<file path="config.mk">
export PLATFORM = sky130hd
export DESIGN_NAME = vector_scalar_div
export DESIGN_NICKNAME = d
export VERILOG_FILES = /design/src/rtl/vector_scalar_div.sv
export SDC_FILE = /design/constraint.sdc
export NUM_CORES = 1
export LEC_CHECK = 0
export CAP_MARGIN = 20
export CELL_PAD_IN_SITES_DETAIL_PLACEMENT = 0
export CELL_PAD_IN_SITES_GLOBAL_PLACEMENT = 1
export CORE_MARGIN = 3
export CORE_UTILIZATION = 41
export CTS_CLUSTER_DIAMETER = 120
export DETAILED_ROUTE_END_ITERATION = 10
export GPL_TIMING_DRIVEN = 0
export PLACE_DENSITY_LB_ADDON = 0.1
export SLEW_MARGIN = 0
export SYNTH_ARGS = -nofsm -noshare
export SYNTH_HDL_FRONTEND = slang
export SYNTH_SLANG_ARGS = --single-unit
</file>
<file path="constraint.sdc">
create_clock -name clk -period 6.8 [get_ports clk]
set_input_delay 1.02 -clock clk [delete_from_list [all_inputs] [get_ports clk]]
set_output_delay 1.02 -clock clk [all_outputs]
set_load 0.02 [all_outputs]
</file>
<file path="src/rtl/vector_scalar_div.sv">
// Fixed-point 3-vector divided by a fixed-point scalar using three lock-stepped
// radix-2 restoring dividers; one operation in flight behind valid/ready handshakes.

package fixed_point;
  localparam int unsigned WIDTH = 32;
  localparam int unsigned FRAC  = 16;
  typedef logic signed [WIDTH-1:0] fixed_point_t;
endpackage

package vector;
  typedef struct packed {
    fixed_point::fixed_point_t x;
    fixed_point::fixed_point_t y;
    fixed_point::fixed_point_t z;
  } vector_t;
endpackage

module vector_scalar_div
  import fixed_point::*;
(
  input  logic           clk,
  input  logic           rst,
  input  logic           in_valid,
  output logic           in_ready,
  input  fixed_point_t   scalar_op,
  input  vector::vector_t vector_op,
  output logic           out_valid,
  input  logic           out_ready,
  output vector::vector_t result,
  output logic           overflow,
  output logic           div_by_zero
);

  localparam int unsigned ITER = WIDTH + FRAC;
  localparam int unsigned CW   = $clog2(ITER);
  localparam fixed_point_t      MAX_POS = {1'b0, {(WIDTH-1){1'b1}}};
  localparam fixed_point_t      MIN_NEG = {1'b1, {(WIDTH-1){1'b0}}};
  localparam logic [WIDTH-1:0]  ONE     = WIDTH'(1);
  localparam logic [ITER-1:0]   POS_LIM = ITER'(MAX_POS);
  localparam logic [ITER-1:0]   NEG_LIM = POS_LIM + ITER'(1);

  typedef enum logic [1:0] {IDLE, DIV, FIX, DONE} state_t;

  state_t           state, state_nxt;
  logic             in_ready_nxt, out_valid_nxt;
  logic [CW-1:0]    cnt;
  logic [WIDTH-1:0] den;
  logic             scal_neg;
  logic [2:0]       comp_neg;
  logic [ITER-1:0]  dq      [3];
  logic [WIDTH-1:0] rem     [3];
  logic [ITER-1:0]  dq_nxt  [3];
  logic [WIDTH-1:0] rem_nxt [3];
  logic [WIDTH:0]   trial   [3];
  fixed_point_t     comp    [3];
  fixed_point_t     fix_res [3];
  logic [2:0]       fix_ovf;
  logic             den_zero;

  function automatic logic [WIDTH-1:0] abs_mag(input fixed_point_t v);
    logic [WIDTH-1:0] u;
    u = v;
    return v[WIDTH-1] ? (~u + ONE) : u;
  endfunction

  assign comp[0]  = vector_op.x;
  assign comp[1]  = vector_op.y;
  assign comp[2]  = vector_op.z;
  assign den_zero = (den == '0);

  // State register
  always_ff @(posedge clk) begin
    if (rst) state <= IDLE;
    else     state <= state_nxt;
  end

  // Next state; handshake outputs are registered copies of the next-state decode
  always_comb begin
    state_nxt = state;
    case (state)
      IDLE: if (in_valid) state_nxt = (scalar_op == '0) ? FIX : DIV;
      DIV:  if (cnt == CW'(ITER-1)) state_nxt = FIX;
      FIX:  state_nxt = DONE;
      DONE: if (out_ready) state_nxt = IDLE;
      default: state_nxt = IDLE;
    endcase
    in_ready_nxt  = (state_nxt == IDLE);
    out_valid_nxt = (state_nxt == DONE);
  end

  // One restoring step per axis: dq shifts dividend bits out and quotient bits in
  always_comb begin
    for (int a = 0; a < 3; a++) begin
      trial[a]   = {rem[a], dq[a][ITER-1]};
      rem_nxt[a] = rem[a];
      dq_nxt[a]  = {dq[a][ITER-2:0], 1'b0};
      if (trial[a] >= {1'b0, den}) begin
        rem_nxt[a] = WIDTH'(trial[a] - {1'b0, den});
        dq_nxt[a]  = {dq[a][ITER-2:0], 1'b1};
      end else begin
        rem_nxt[a] = WIDTH'(trial[a]);
      end
    end
  end

  // Sign application and saturation of the magnitude quotients
  always_comb begin
    for (int a = 0; a < 3; a++) begin
      fix_res[a] = '0;
      fix_ovf[a] = 1'b0;
      if (den_zero) begin
        fix_ovf[a] = 1'b1;
        if (dq[a] != '0) fix_res[a] = comp_neg[a] ? MIN_NEG : MAX_POS;
      end else if (comp_neg[a] ^ scal_neg) begin
        if (dq[a] > NEG_LIM) begin
          fix_res[a] = MIN_NEG;
          fix_ovf[a] = 1'b1;
        end else begin
          fix_res[a] = ~dq[a][WIDTH-1:0] + ONE;
        end
      end else begin
        if (dq[a] > POS_LIM) begin
          fix_res[a] = MAX_POS;
          fix_ovf[a] = 1'b1;
        end else begin
          fix_res[a] = dq[a][WIDTH-1:0];
        end
      end
    end
  end

  // Datapath and output registers
  always_ff @(posedge clk) begin
    if (rst) begin
      in_ready    <= 1'b1;
      out_valid   <= 1'b0;
      result      <= '0;
      overflow    <= 1'b0;
      div_by_zero <= 1'b0;
      cnt         <= '0;
      den         <= '0;
      scal_neg    <= 1'b0;
      comp_neg    <= '0;
      for (int a = 0; a < 3; a++) begin
        dq[a]  <= '0;
        rem[a] <= '0;
      end
    end else begin
      in_ready  <= in_ready_nxt;
      out_valid <= out_valid_nxt;
      case (state)
        IDLE: if (in_valid) begin
          den      <= abs_mag(scalar_op);
          scal_neg <= scalar_op[WIDTH-1];
          cnt      <= '0;
          for (int a = 0; a < 3; a++) begin
            comp_neg[a] <= comp[a][WIDTH-1];
            dq[a]       <= {abs_mag(comp[a]), FRAC'(0)};
            rem[a]      <= '0;
          end
        end
        DIV: begin
          cnt <= cnt + CW'(1);
          for (int a = 0; a < 3; a++) begin
            dq[a]  <= dq_nxt[a];
            rem[a] <= rem_nxt[a];
          end
        end
        FIX: begin
          result.x    <= fix_res[0];
          result.y    <= fix_res[1];
          result.z    <= fix_res[2];
          overflow    <= |fix_ovf;
          div_by_zero <= den_zero;
        end
        default: ;
      endcase
    end
  end

endmodule

</file>
==> impl_metrics.tcl <==
set metrics [dict create \
    period_needed_ps 4752 \
    rsz0062_at_grt "no" \
    finalWorstSetupSlack_ps 2048 \
    initial_core_util 0.4182 \
    synth_cell_type_count 81 \
    dpl.cell_count 4025 \
    finClkSkew_ps 28.12 \
    syn-mean-instance-area_um2 8.599 \
    fin_setup_tns_ps 0 \
    grt_antenna_before_repair 5 \
    place_area_um2 28910 \
    syn_to_final_growth_pct 19.77 \
    yosysWarnings 0 \
    crit_buf_inv 3 \
    grt.overflow.total 0 \
    start_kind "register" \
    postCtsHoldBufs 0 \
    dp_hpwl_um 66420 \
    synthCells 2963 \
    cts_resized 0 \
    async_reset_ff_frac 0 \
    die_x_um 255.3 \
    p_seq_frac 0.348 \
    grt_use_total 0.2647 \
    p_per_area_nw_per_um2 270.9 \
    peakVddDrop_mv 0.1736 \
    p_switching_w 0.002925 \
    clk_latency_ps 610 \
    cell_internal_pwr_w 0.005342 \
    route.vias.total 24059 \
    synth-seq-cells 384 \
    worstPathCellList "inv_1 > ha_1 > nor2b_1 > o31a_1 > o41a_1 > o21ba_2 > o21bai_1 > a2111oi_0 > nor2_1 > clkbuf_1 > buf_1 > nand3_1 > o31ai_1" \
    clockBufferDepth 3 \
    dr.pass1.iters 6 \
    via_per_inst 5.847 \
    cts.htree.levels 2 \
    final_common_cell "nand2_1" \
    wl_per_cell_um 21.36 \
    worstSetupPathType "register to register" \
    die_area_um2 65170 \
    max_freq_mhz 210.5 \
    finalHoldWorstSlack_ps 489.1 \
    drc 0 \
    grt_pass1_vias 23373 \
    hp-class "register to register" \
    cp_top_family "compound AO/OA/AOI/OAI gates" \
    drtIter0Drc 1843 \
    synth_seq_area_share 0.3960 \
    r2r_setup_slack_ps 2050 \
    finalWirelength_um 87910 \
    syn_area_um2 25480 \
    crit_fanout 10 \
    final_nets 3486 \
    p_sw_frac 0.3538 \
    stdcell_area_um2 30520 \
    setup_viol 0 \
    synth_edf_count 240 \
    cts_tree "done" \
    die_h_um 255.3 \
    cts_made_buffers 47 \
    slowest_delay_ps 630 \
    syn_nets 3202 \
    crit_required_ps 7210 \
    slew_headroom 0.2418 \
    grt_start_max_net_pins 113 \
    grt_pass1_wl_um 134300 \
    port-buffer-count 230 \
    rows 90 \
    final_cell_mix "nand2_1 (344), o21ai_0 (302), nor2_1 (254)" \
    post_cts.repair.setup_buffers 0 \
    hold_viol 0 \
    maxCapViolations 0 \
    layout.cells.non_filler 4115 \
    layout-drive-gt1-share 0.04353 \
    cts_sinks 384 \
    clock_power_share 0.316 \
    maxSlewViolCount 0 \
    core_area_um2 60920 \
    ys.flop_type "edfxtp_1" \
    place_congestion 0.9173 \
    ant_nets 0 \
    num_io_pins 232 \
    clock-root-buffer "clkbuf_16" \
    status "finished, final reports clean" \
    slowest_stage "dfxtp_1" \
    share_comb_of_total_power 0.336 \
    finalCritPeriodShare 0.6988 \
    place_ws_ps 2069 \
    crit_arrival_ps 5160 \
    power.leakage_nw 11.51 \
    n_fill_cell 5855 \
    endpoint_kind "register" \
    tightest_slew_ps 1137 \
    clk_pin_slew_ps 60 \
]
==> cell usage after synthesis, types with 49 or more instances <==
library cell / n / area, µm²
nor3_1: 86 / 430.4
xnor2_1: 61 / 534.3
dfxtp_1: 144 / 2883
xor2_1: 134 / 1174
a211oi_1: 62 / 465.5
mux2i_1: 54 / 540.5
a21oi_1: 227 / 1136
clkbuf_1: 145 / 544.3
inv_1: 77 / 289.0
nor2_1: 254 / 953.4
a21o_1: 54 / 405.4
ha_1: 104 / 1301
a31oi_1: 49 / 306.5
or3_1: 51 / 319.1
nand2_1: 345 / 1295
o21ai_0: 302 / 1511
edfxtp_1: 240 / 7207
==> cell families after synthesis <==
logic type | share of synthesized area
adder cells (fa/ha/maj) | 0.05343
AO/OA/AOI/OAI | 0.2218
flip-flops | 0.3960
buffers and inverters | 0.03491
multiplexers | 0.02298
AND/OR/NAND/NOR | 0.2038
XOR/XNOR | 0.06703
==> final timing paths <==
kind / startpoint / end / cells after the start
worst max-delay path: den[1] / rem[0][29] / 13
worst max register to register: den[1] / rem[0][29] / 13
worst min-delay path: den[18] / den[18] / 2
worst min register to register: den[18] / den[18] / 2
==> registers in the layout, indices dropped and copies added (netlist names), 2 cells and up <==
name / count
rem: 96
state: 2
den: 32
cnt: 6
dq: 144
result: 96
comp_neg: 3
==> power groups by stage <==
stage	clock (W)	sequential (W)	combinational, W
finish	0.00262	0.00288	0.00278
global route	0.00275	0.00290	0.00307
CTS	0.00266	0.00287	0.00275
detailed placement	0	0.00292	0.00273
global placement	0	0.00293	0.00271
floorplan	0	0.00286	0.00201
==> through the flow <==
stage               utilization  total power [W]
floorplan                     -         0.004871
finish                   0.5009         0.008267
global route             0.5008         0.008722
global placement         0.4731         0.005644
detailed placement       0.4745         0.005653
CTS                      0.5006         0.008289
==> worst reg2reg max path, stage by stage, from the launching register on <==
cell,delay (ps)
dfxtp_1,630
inv_1,270
ha_1,360
nor2b_1,150
o31a_1,280
o41a_1,380
o21ba_2,260
o21bai_1,330
a2111oi_0,200
nor2_1,380
clkbuf_1,560
buf_1,510
nand3_1,140
o31ai_1,120
==> area by class of cell <==
class	count	area [µm²]	area share
multi-input cells	2345	14520	0.4757
flip-flops and latches	384	10090	0.3306
repair buffers	235	2389	0.07827
clock buffers	63	1370	0.04490
well taps	828	1036	0.03395
plain buffers	157	600.6	0.01968
inverters	77	289.0	0.009471
clock inverters	24	220.2	0.007216
diodes	2	5.005	0.0001640
==> per-layer routing <==
metal | GRT usage | up-vias | routed length [µm]
met4 | 0.09236 | 2 | 2780
met3 | 0.04715 | 139 | 5272
met1 | 0.3508 | 11645 | 39110
met2 | 0.4364 | 705 | 40730
met5 | 0 | - | 14
li1 | - | 11568 | -
(Power assumes the default switching activity.)
